==> src/rtl/if_id_stage.sv <==
// Fetch stage and IF/ID pipeline register.
// Holds the PC, presents it as the instruction-memory address, and latches the
// fetched word into IF/ID. A branch redirect from EX beats a hazard stall, a
// stall beats an instruction-memory wait, and a wait beats a normal fetch.
// Every output is a register or a function of registers only.
module if_id_stage #(
  parameter int unsigned          PC_W        = 32,
  parameter logic [PC_W-1:0]      RESET_PC    = {PC_W{1'b0}},
  parameter logic [31:0]          NOP_WORD    = 32'h0000_0000,
  parameter int unsigned          STALL_CNT_W = 16
) (
  input  logic                    clk,
  input  logic                    reset,
  input  logic                    stop,
  input  logic                    branch_taken,
  input  logic [PC_W-1:0]         branch_target,
  input  logic                    imem_ready,
  input  logic [31:0]             imem_data,
  output logic [PC_W-1:0]         imem_addr,
  output logic [PC_W-1:0]         pc_id,
  output logic [31:0]             instr_id,
  output logic                    valid_id,
  output logic [9:0]              hazard_fields,
  output logic [STALL_CNT_W-1:0]  stall_count
);

  logic [PC_W-1:0]        pc_r;
  logic [PC_W-1:0]        pc_id_r;
  logic [31:0]            instr_id_r;
  logic                   valid_id_r;
  logic [STALL_CNT_W-1:0] stall_count_r;

  logic [PC_W-1:0]        pc_nxt_s;
  logic [PC_W-1:0]        pc_id_nxt_s;
  logic [31:0]            instr_id_nxt_s;
  logic                   valid_id_nxt_s;
  logic [STALL_CNT_W-1:0] stall_count_nxt_s;

  // rs and rt of a MIPS-style instruction word, as compared by the hazard unit
  function automatic logic [9:0] rs_rt_of(input logic [31:0] word);
    return {word[25:21], word[20:16]};
  endfunction

  // Next-state selection in priority order: redirect, stall, memory wait, fetch
  always_comb begin
    pc_nxt_s          = pc_r;
    pc_id_nxt_s       = pc_id_r;
    instr_id_nxt_s    = instr_id_r;
    valid_id_nxt_s    = valid_id_r;
    stall_count_nxt_s = stall_count_r;
    if (branch_taken) begin
      // Redirect kills whatever sits in IF/ID, even a stalled instruction
      pc_nxt_s       = branch_target;
      pc_id_nxt_s    = {PC_W{1'b0}};
      instr_id_nxt_s = NOP_WORD;
      valid_id_nxt_s = 1'b0;
    end else if (stop) begin
      // PC and IF/ID hold; only the saturating stall counter moves
      if (stall_count_r != {STALL_CNT_W{1'b1}}) begin
        stall_count_nxt_s = stall_count_r + STALL_CNT_W'(1'b1);
      end else begin
        stall_count_nxt_s = stall_count_r;
      end
    end else if (!imem_ready) begin
      // Memory not ready: refetch the same PC, push a bubble downstream
      pc_id_nxt_s    = {PC_W{1'b0}};
      instr_id_nxt_s = NOP_WORD;
      valid_id_nxt_s = 1'b0;
    end else begin
      // Normal fetch; the PC wraps silently at the top of the address space
      pc_nxt_s       = pc_r + PC_W'(3'd4);
      pc_id_nxt_s    = pc_r;
      instr_id_nxt_s = imem_data;
      valid_id_nxt_s = 1'b1;
    end
  end

  // PC, IF/ID register and stall counter with synchronous reset
  always_ff @(posedge clk) begin
    if (reset) begin
      pc_r          <= RESET_PC;
      pc_id_r       <= {PC_W{1'b0}};
      instr_id_r    <= NOP_WORD;
      valid_id_r    <= 1'b0;
      stall_count_r <= {STALL_CNT_W{1'b0}};
    end else begin
      pc_r          <= pc_nxt_s;
      pc_id_r       <= pc_id_nxt_s;
      instr_id_r    <= instr_id_nxt_s;
      valid_id_r    <= valid_id_nxt_s;
      stall_count_r <= stall_count_nxt_s;
    end
  end

  assign imem_addr     = pc_r;
  assign pc_id         = pc_id_r;
  assign instr_id      = instr_id_r;
  assign valid_id      = valid_id_r;
  assign hazard_fields = rs_rt_of(instr_id_r);
  assign stall_count   = stall_count_r;

endmodule

==> config.mk <==
export PLATFORM = sky130hd
export DESIGN_NAME = if_id_stage
export DESIGN_NICKNAME = d
export VERILOG_FILES = /design/src/rtl/if_id_stage.sv
export SDC_FILE = /design/constraint.sdc
export NUM_CORES = 1
export LEC_CHECK = 0
export CAP_MARGIN = 20
export CELL_PAD_IN_SITES_DETAIL_PLACEMENT = 0
export CELL_PAD_IN_SITES_GLOBAL_PLACEMENT = 1
export CORE_ASPECT_RATIO = 0.7
export CORE_MARGIN = 2
export CORE_UTILIZATION = 33
export CTS_BUF_LIST = sky130_fd_sc_hd__clkbuf_4 sky130_fd_sc_hd__clkbuf_8
export DETAILED_ROUTE_END_ITERATION = 8
export PLACE_DENSITY = 0.93
export SLEW_MARGIN = 20
export SYNTH_ARGS = -nofsm -noshare
export SYNTH_HDL_FRONTEND = slang
export SYNTH_SLANG_ARGS = --single-unit
==> constraint.sdc <==
create_clock -name clk -period 2.2 [get_ports clk]
set_input_delay 0.44 -clock clk [delete_from_list [all_inputs] [get_ports clk]]
set_output_delay 0.44 -clock clk [all_outputs]
set_load 0.02 [all_outputs]
Word level (Yosys, flattened, before mapping)

Index checks and enable logic that the tools add are counted.

Input port bits: 69
Bits in latches: 0
Memory bits (read-only): 0
Flip-flop bits (word level): 113
Output and inout port bits: 123
Memory bits (writable): 0
Memories kept: 0
Logic and storage cells: 20

Magnitude comparators: 0
Shift-type cells: 0
Div/mod/pow operators: 0
$mul: 0
Add/subtract/negate cells: 2
Bitwise logic cells: 1
Multiplexer cells: 6
Eq/ne operators: 2
Reductions and logical operators: 4

Operators by type and width:

| cell                                                   | number |
|---|---|
| 2-to-1 mux 32 bit                                      | 5 |
| adder 32 x 3 -> 32 bit (second input constant)         | 1 |
| adder 16 x 1 -> 16 bit (second input constant)         | 1 |
| inequality test 16 bit (second input constant)         | 1 |
| AND reduction 3 bit                                    | 1 |
| inequality test 2 x 1 -> 1 bit (second input constant) | 1 |
| AND reduction 2 bit                                    | 1 |
| nonzero test 2 bit                                     | 1 |
| OR reduction 2 bit                                     | 1 |
| 2-to-1 mux 1 bit                                       | 1 |
| inverter 1 bit                                         | 1 |

Depth between registers and ports, before layout

Word-level depth: 4
Depth in mapped cells: 7

Worst setup path after synthesis

No wires, ideal clock.

Path kind: flip-flop to flip-flop
Start: reg pc_r[16] (netlist: imem_addr[16])
End: reg pc_r[26] (netlist: imem_addr[26])
Setup slack: 143 ps
Buffers on the path: 2
Cell stages (with the launch flop): 7
Setup time: 79 ps
Data required time: 2121 ps
Clock period less this slack: 2057 ps
Data arrival time: 1978 ps
Cell sequence: dfxtp_1 > clkbuf_1 > nand4_1 > or4_1 > buf_2 > or4b_1 > o211ai_1

Word-level cells in the longest chain between the ends: 4

RTL lines:

| item                     | RTL line | RTL |
|---|---|---|
| start: declaration       | 27       | `logic [PC_W-1:0] pc_r;` |
| start signal: assignment | 87       | `pc_r <= pc_nxt_s;` |
| adder 32 x 3 -> 32 bit   | 71       | `pc_nxt_s = pc_r + PC_W'(3'd4);` |
| 2-to-1 mux 32 bit        | 64       | `end else if (!imem_ready) begin` |
| 2-to-1 mux 32 bit        | 57       | `end else if (stop) begin` |
| 2-to-1 mux 32 bit        | 51       | `if (branch_taken) begin` |

No other way between the ends. The select of a mux whose other input is x is not followed.
A chain may end at the register's enable or synchronous reset.

Worst setup path after layout

Start: reg pc_r[7] (netlist: imem_addr[7])
End: out imem_addr[7]

RTL lines:

| item             | RTL line | RTL |
|---|---|---|
| end: declaration | 19       | `output logic [PC_W-1:0] imem_addr,` |

No word-level cell between the ends.

==> flow_summary.yaml <==
detailed_routing:
  drc_errors: 0
  first_iter_violations: 438
  routed_via_density: 5.36
  num_vias: 5254
  drt_pass1_iterations: 5
  wl_per_cell_um: 17.0
  ant_nets: 0
  totalWireLength_um: 16700
worst_setup_path:
  critical_path_class: "flop to output port"
  critPathRequiredTime_ns: 1.76
  r2r-end: "imem_addr[26]$_SDFFE_PP0N_"
  ff2ff_setup_slack_ns: 0.18
  r2r_cells: 4
  rr_startpoint: "imem_addr[8]$_SDFFE_PP0N_"
  end_kind: "output port"
  worstPathMaxFanout: 5
  startpoint_type: "flop"
  critical_path_arrival_ns: 1.68
synth:
  synth.avg_cell_area_um2: 8.71
  synth_edf_count: 0
  syn_nets: 649
  ys_types: 53
  synth-seq-cells: 113
  postSynth.asyncResetShare_pct: 0
  synth_cells: 578
  ys_dominant_reg_cell: "dfxtp_1"
  netlist_area_mm2: 0.00503
  ys_warn_count: 0
  seq_area_frac_synth_pct: 44.9
timing:
  hold_viol: 0
  post-route-period-util_pct: 96.3
  rsz0062_at_grt: "no"
  tightest_slew_ns: 0.486
  fin_skew_ns: 0.0137
  finalCriticalPeriod_ns: 2.12
  setup_tns_ns: 0
  slew_headroom_pct: 67.4
  clock.fmax_mhz: 472
  setup_viol: 0
  drv_slew: 0
clock_network:
  cts_root_buffer: "clkbuf_8"
  cts_buffer_depth: 2
  ctsResizeCount: 0
  cts_tree: "built"
  hold_buffers: 0
  cts_sinks: 113
  clk_pin_slew_ns: 0.07
  postCtsSetupBuffers: 0
  clk_latency_ns: 0.42
  numCtsBuffers: 17
  htreeDepth: 4
global_route:
  grt_max_degree: 49
  grt_pass1_wl_um: 25800
  grt_pass1_vias: 4879
  antenna_found_initial: 1
  grt.total_usage_pct: 20.1
  overflow: 0
pwr:
  power-per-cell-area_mw_per_mm2: 624
  ir_worst_vdd_uv: 303
  power.total_mw: 4.79
  p_leak_nw: 2.74
layout:
  layout.nets: 847
  final-instance-count-excl-fill: 981
  diodes: 0
  n_fill_cell: 1423
  layout-drive-gt1-share_pct: 11.2
  final_util_pct: 51.7
  areaGrowthSynthToFinish_pct: 52.3
placed_design:
  dp.cells: 952
  hpwl_um: 11800
  io_buffers: 191
  gp_congestion: 0.867
floorplanning:
  die_area_mm2: 0.0163
  rows: 37
  core_area_mm2: 0.0148
  die_w_um: 152
  die_y_um: 107
  io_pins: 192
  initial_core_util_pct: 34.0
worst_hold_path:
  hp-start: "reset"
  hold_class: "primary input to flop"
  hold_end: "imem_addr[5]$_SDFFE_PP0N_"
  holdPathStages: 3
run:
  maxCapViolCount: 0
outcome:
  status: "complete, no violations"
flip-flops by register name, summed over array words and instances (netlist names):
register and cells:
instr_id 32, stall_count 16, pc_id 32, imem_addr 32
valid_id 1
cell families after synthesis:
logic type | share of synthesized area (%)
simple gates | 24.4
compound gates | 21.0
flops | 44.9
buf+inv | 5.39
xor+xnor | 2.44
mux | 1.29
fa+ha+maj | 0.497
placed cells by master, fill, tap and decap left out, drive strengths merged, types with 4 or more instances in the layout:
| cell type | count |
|---|---|
| or4 | 6 |
| and3 | 17 |
| mux2 | 4 |
| a311oi | 4 |
| and4 | 9 |
| nand2 | 24 |
| a21oi | 17 |
| inv | 8 |
| nand4 | 23 |
| o31ai | 4 |
| and2 | 6 |
| xor2 | 5 |
| o311ai | 7 |
| or2 | 5 |
| a211oi | 11 |
| dfxtp | 113 |
| o41ai | 4 |
| nand3 | 13 |
| xnor2 | 9 |
| o211ai | 6 |
| a22oi | 64 |
| nor4 | 8 |
| nor2b | 6 |
| nor2 | 94 |
| o21ai | 10 |
| nor3 | 13 |
| clkbuf | 24 |
| clkdlybuf4s50 | 189 |
| buf | 43 |
final cells by class:
| class | instances | area, um2 | area share (%) |
|---|---|---|---|
| sequential | 113 | 2260 | 29.5 |
| multi-input combinational | 403 | 2510 | 32.7 |
| clock inverter | 6 | 82.6 | 1.08 |
| inverter | 8 | 30.0 | 0.392 |
| tap | 195 | 244 | 3.18 |
| clock buffer | 23 | 298 | 3.88 |
| timing repair buffer | 233 | 2240 | 29.2 |
per-layer routing:
layer	vias to the layer above	wire length, um	GRT usage, %	share of wire (%)
li1	2548	-	-	-
met1	2448	7820	27.7	47
met2	238	7230	30.3	43
met3	18	1450	6.82	8.7
met4	2	172	4.96	1.0
met5	-	12	0	0.072
report_power, final:
group,switching [mW],internal (mW)
clock network,0.827,1.11
registers,0.0703,2.11
logic,0.332,0.338
worst max-delay path by stage:
stage	start	to	slack [ns]	depth (start not counted)
final	imem_addr[7]$_SDFFE_PP0N_	imem_addr[7]	0.08	2
after CTS	imem_addr[7]$_SDFFE_PP0N_	imem_addr[7]	0.05	2
after floorplan	imem_addr[16]$_SDFFE_PP0N_	imem_addr[26]$_SDFFE_PP0N_	0.14	6
after global routing	imem_addr[19]$_SDFFE_PP0N_	imem_addr[19]	0.008	1
after global placement	branch_taken	imem_addr[26]$_SDFFE_PP0N_	0.04	5
after detailed placement	branch_taken	imem_addr[26]$_SDFFE_PP0N_	0.03	5
synthesized netlist by cell type, types with 4 or more instances:
library cell    n  share of area, %
dfxtp_1       113                45
nor2_1         94               7.0
a22oi_1        64               9.5
clkbuf_1       37               2.8
nand2_1        24               1.8
nand4_1        22               2.7
a21oi_1        17               1.7
and3_1         17               2.1
nand3_1        13               1.3
nor3_1         13               1.3
a211oi_1       11               1.6
buf_4          10               1.5
o21ai_0        10              0.99
xnor2_1         9               1.6
and4_1          8               1.4
inv_1           8              0.60
nor4_1          7              0.87
o311ai_0        7               1.2
and2_1          6              0.75
buf_1           6              0.45
nor2b_1         6              0.75
o211ai_1        6              0.89
or4_1           6              0.89
or2_2           5              0.62
xor2_1          5              0.87
a311oi_1        4              0.70
mux2_2          4              0.89
o31ai_1         4              0.60
o41ai_1         4              0.70
critical path, cell delays in order, from the launching register on:
cell and delay [ns]:
dfxtp_1 0.46, buf_4 0.20, clkdlybuf4s50_1 0.61
through the flow:
stage	instance area (um2)	hold slack, ns	setup slack (ns)
after floorplan	5030	0.545	0.143
after detailed placement	7290	0.470	0.0263
after CTS	7670	0.351	0.0491
after global routing	7670	0.361	0.00803
after global placement	7290	0.463	0.0409
final	7670	0.370	0.0821
No activity file was read; power rests on OpenSTA's default activity.
